File: src/rtl/aes_round_controller.sv
// Sequences one AES-128 block through an external combinational round datapath.
// Latency: 12 cycles from accept to out_valid with no key stalls; each key_ack-low cycle adds one.
// Backpressure: in_ready only in IDLE; key_ack low stalls a round; out_valid/out_block hold until out_ready.
module aes_round_controller #(
    parameter int NUM_ROUNDS = 10
) (
    input  logic         clk,
    input  logic         n_rst,
    input  logic         in_valid,
    output logic         in_ready,
    input  logic [127:0] in_block,
    output logic         key_req,
    output logic [3:0]   key_round,
    input  logic         key_ack,
    input  logic [127:0] key_in,
    output logic [127:0] dp_state,
    output logic [127:0] dp_key,
    output logic         dp_last,
    input  logic [127:0] dp_result,
    output logic         out_valid,
    input  logic         out_ready,
    output logic [127:0] out_block,
    output logic         busy
);

    localparam logic [3:0] LAST_RND = 4'(NUM_ROUNDS);

    typedef enum logic [1:0] {
        IDLE  = 2'd0,
        ROUND = 2'd1,
        DONE  = 2'd2
    } ctrl_state_t;

    ctrl_state_t  st_q, st_nxt;
    logic [3:0]   rnd_q, rnd_nxt;
    logic [127:0] state_q, state_nxt;
    logic [127:0] hold_q, hold_nxt;

    always_ff @(posedge clk or negedge n_rst) begin
        if (!n_rst) begin
            st_q    <= IDLE;
            rnd_q   <= 4'd0;
            state_q <= 128'd0;
            hold_q  <= 128'd0;
        end else begin
            st_q    <= st_nxt;
            rnd_q   <= rnd_nxt;
            state_q <= state_nxt;
            hold_q  <= hold_nxt;
        end
    end

    always_comb begin
        st_nxt    = st_q;
        rnd_nxt   = rnd_q;
        state_nxt = state_q;
        hold_nxt  = hold_q;
        in_ready  = 1'b0;
        key_req   = 1'b0;
        key_round = 4'd0;
        dp_last   = 1'b0;
        out_valid = 1'b0;
        out_block = 128'd0;
        busy      = 1'b1;

        case (st_q)
            IDLE: begin
                in_ready = 1'b1;
                busy     = 1'b0;
                if (in_valid) begin
                    hold_nxt = in_block;
                    rnd_nxt  = 4'd0;
                    st_nxt   = ROUND;
                end
            end
            ROUND: begin
                key_req   = 1'b1;
                key_round = rnd_q;
                dp_last   = (rnd_q == LAST_RND);
                if (key_ack) begin
                    // Round 0 is the bare initial add_round_key; the datapath handles the rest.
                    state_nxt = (rnd_q == 4'd0) ? (hold_q ^ key_in) : dp_result;
                    if (rnd_q == LAST_RND) begin
                        st_nxt = DONE;
                    end else begin
                        rnd_nxt = rnd_q + 4'd1;
                    end
                end
            end
            DONE: begin
                out_valid = 1'b1;
                out_block = state_q;
                if (out_ready) begin
                    st_nxt  = IDLE;
                    rnd_nxt = 4'd0;
                end
            end
            default: begin
                st_nxt = IDLE;
            end
        endcase
    end

    assign dp_state = state_q;
    assign dp_key   = key_in;

endmodule

File: config.mk
export PLATFORM = sky130hd
export DESIGN_NAME = aes_round_controller
export DESIGN_NICKNAME = d
export VERILOG_FILES = /design/src/rtl/aes_round_controller.sv
export SDC_FILE = /design/constraint.sdc
export NUM_CORES = 1
export LEC_CHECK = 0
export BUFFER_PORTS_ARGS = -buffer_cell sky130_fd_sc_hd__buf_2
export CAP_MARGIN = 10
export CORE_AREA = 8 8 297 299
export CTS_CLUSTER_SIZE = 28
export DETAILED_ROUTE_END_ITERATION = 8
export DIE_AREA = 0 0 305 307
export PLACE_DENSITY_LB_ADDON = 0.15
export SLEW_MARGIN = 20
export SYNTH_ARGS = -nofsm -noshare
export SYNTH_HDL_FRONTEND = slang
export SYNTH_SLANG_ARGS = --single-unit
File: constraint.sdc
create_clock -name clk -period 1.6 [get_ports clk]
set_input_delay 0.32 -clock clk [delete_from_list [all_inputs] [get_ports clk]]
set_output_delay 0.32 -clock clk [all_outputs]
set_load 0.02 [all_outputs]
==> impl_metrics.yaml <==
run_status:
  run_status: "complete, but fails checks"
  violations: "negative setup slack"
cts:
  clock_path_buffers: 3
  cts_buffers: 37
  cts_root_buf: "clkbuf_16"
  cts.clk_slew.worst_paths_ps: 50
  cts_tree: "built"
  numClockSinks: 262
  cts_htree_levels: 2
  clkLatencyLatePin_ps: 540
placement:
  place_hpwl_um: 49400
  placed_area_um2: 19600
  numPortBuffers: 781
  dp_cells: 3032
  place_congestion: 0.788
grt:
  grt_usage_pct: 12.5
  grt_pass1_wl_um: 90900
  grt_antenna_before_repair: 10
  grt_max_degree: 67
  grt_pass1_vias: 14100
  grt.overflow.total: 0
logic_synthesis:
  async_flop_share_pct: 100
  synth_cells: 1270
  synth_top_family_by_area: "multiplexers"
  yosys-top-cells-area: "dfrtp_1 (45%), mux2_4 (12%), mux2i_1 (8.9%)"
  yosys.area_share.adder_pct: 0.257
  synth_xor_area_share_pct: 7.68
  synthSimpleGateAreaFrac_pct: 9.78
  synth.area.mux_share_pct: 21.9
  yosysTopAreaCell: "dfrtp_1"
  ys_warn_count: 0
  synth_edf_count: 0
  yosys.area.top_type_share_pct: 44.9
  synthDistinctLibCells: 33
  avgSynthCellArea_um2: 11.5
  syn-cell-area_um2: 14600
  synth-seq-area-share_pct: 44.9
  synth_ff_type: "dfrtp_1"
  synth-compound-area-share_pct: 4.76
  synth_seq_cells: 262
  syn_nets: 1662
sta:
  fin_skew_ps: 16.1
  slew_headroom_pct: 47.4
  slew_violations: 0
  hold_violations: 0
  period_share_pct: 137
  period_minus_slack_ps: 2180
  fin_setup_tns_ps: -130160
  worst_pin_slew_ps: 786
  finalSetupViolations: 397
  fmax_mhz: 458
  hold_slack_ps: 51.3
  setup_slack_ps: -585
  rsz0062_at_grt: "true"
layout:
  final_area_um2: 24300
  instances_no_fill: 3297
  seqCellArea_um2: 6560
  fin_nets: 2577
  drive_gt1_share_pct: 57.3
  multiInputGateArea_um2: 6820
  fillers: 8674
  syn2layout_area_growth_pct: 66.1
worst_setup_path:
  arrival_ps: 1860
  worstPathRequired_ps: 1280
  cp.buffers_inverters: 4
  cp_slowest_cell: "dfrtp_2"
  worstSetupPathType: "reg -> out"
  crit_chain: "nor2b_4 -> buf_12 -> buf_12 -> buf_16 -> and2_4 -> buf_6"
  crit_path_max_fanout: 5
  cpMostUsedCell: "buf_12"
  worstSetupEndpointType: "primary output"
  critPathTopFamily: "buffers and inverters"
  timing.critical_path.from_type: "flop"
  cp_slowest_stage_delay_ps: 420
route:
  final_antenna_net_count: 0
  vias: 12600
  vias_per_cell: 3.81
  drc: 0
  totalWireLength_um: 68500
  drt_iter0_markers: 480
  first_pass_iters: 7
  avgRoutedWirePerCell_um: 20.8
floorplan:
  ioPinCount: 782
  rows: 106
  fp.dieW_um: 305
  core-area_um2: 83200
  die-height_um: 307
  start_util_pct: 17.6
  die_area_um2: 93600
pwr:
  p_per_area_nw_per_um2: 1400
  leakage_nw: 11.7
  ir_worst_vdd_v: 0.000461
min_path:
  hp-class: "in -> reg"
flow_run:
  cap_violations: 0
[per-stage QoR]
stage | total power [mW] | util [%] | worst slack, ps
after global placement | 24.2 | 23.5 | -174
final | 34.0 | 29.2 | -585
after CTS | 33.6 | 27.1 | -645
after detailed placement | 24.3 | 23.5 | -182
after global routing | 36.1 | 29.2 | -689
after floorplan | 19.4 | - | -32.3
[timing repair]
action                                 CTS  global route
setup endpoints to repair              314           397
hold buffers                           125             0
gates resized for setup                105           285
endpoints found under the hold margin  228             0
setup buffers                           14            25
gates cloned                             2            28
pin swaps                                4            17
[synth_stat cells (all sizes together), types with 2 or more instances]
cell and count:
o21ai 132, buf 173, and2 130, nand3b 2, nor2 6, ha 3, clkbuf 26, xor2 128
dfrtp 262, mux2i 130, inv 5, o22ai 2, nand2 129, mux2 128, nor2b 4, nand2b 2
[cell type report]
type | instances | share of cell area, %
Multi-Input combinational cell | 804 | 28.1
Clock buffer | 58 | 4.61
Timing Repair Buffer | 1075 | 34.2
Tap cell | 1080 | 5.57
Antenna cell | 5 | 0.0516
Inverter | 5 | 0.0877
Clock inverter | 8 | 0.387
Sequential cell | 262 | 27.0
[path summary, 6_finish.rpt]
kind | startpoint | endpoint | slack, ps | cells after the start
worst min register to register | dp_state[102] | dp_state[102] | 510 | 2
max in group asynchronous | n_rst | dp_state[74] | 640 | 4
worst min-delay path | dp_result[17] | dp_state[17] | 50 | 3
min in group asynchronous | n_rst | dp_state[95] | 260 | 2
worst max-delay path | st_q[0] | out_block[92] | -580 | 6
worst max register to register | st_q[1] | hold_q[20] | -370 | 8
[state kept, by name, indices dropped and copies added, names as in the netlist]
| signal | count |
|---|---|
| rnd_q | 4 |
| st_q | 2 |
| dp_state | 128 |
| hold_q | 128 |
[worst reg2reg max path, stage by stage (launching register included)]
cell	delay, ps
dfrtp_1	390
buf_4	140
buf_6	110
buf_4	130
nor2_4	90
and2_4	310
buf_12	220
buf_12	180
mux2_4	300
[report_power, final]
| part | switching (mW) | internal [mW] |
|---|---|---|
| combinational | 6.46 | 7.11 |
| sequential | 2.57 | 9.50 |
| clock | 3.22 | 5.11 |
| total | 12.3 | 21.7 |
[logic make-up after synthesis]
logic type | count (synthesis)
AOI/OAI and AO/OA | 137
DFF | 262
xor gates and xnor gates | 128
muxes | 258
adders and majority gates | 3
and+or+nand+nor | 278
buffers and inverters | 204
[metal layers]
metal | GRT usage [%] | part of all wire [%] | vias to the layer above
met5 | 0 | 0.035 | -
met4 | 5.16 | 3.2 | 4
met3 | 2.98 | 4.9 | 103
met2 | 22.6 | 52 | 476
met1 | 14.1 | 40 | 6026
li1 | - | - | 5944
[layout by cell type, fill, tap and decap left out, types with 10 or more instances in the layout]
cell and n:
nand2_1 129, mux2_4 128, mux2i_1 130, dfrtp_1 261
o21ai_1 121, dlygate4sd3_1 125, clkbuf_1 12, and2_4 81
buf_2 643, o21ai_0 11, and2_2 42, xor2_1 128
buf_8 10, buf_12 38, buf_4 114, clkbuf_16 62
buf_6 116
No activity file was read; power rests on OpenSTA's default activity.
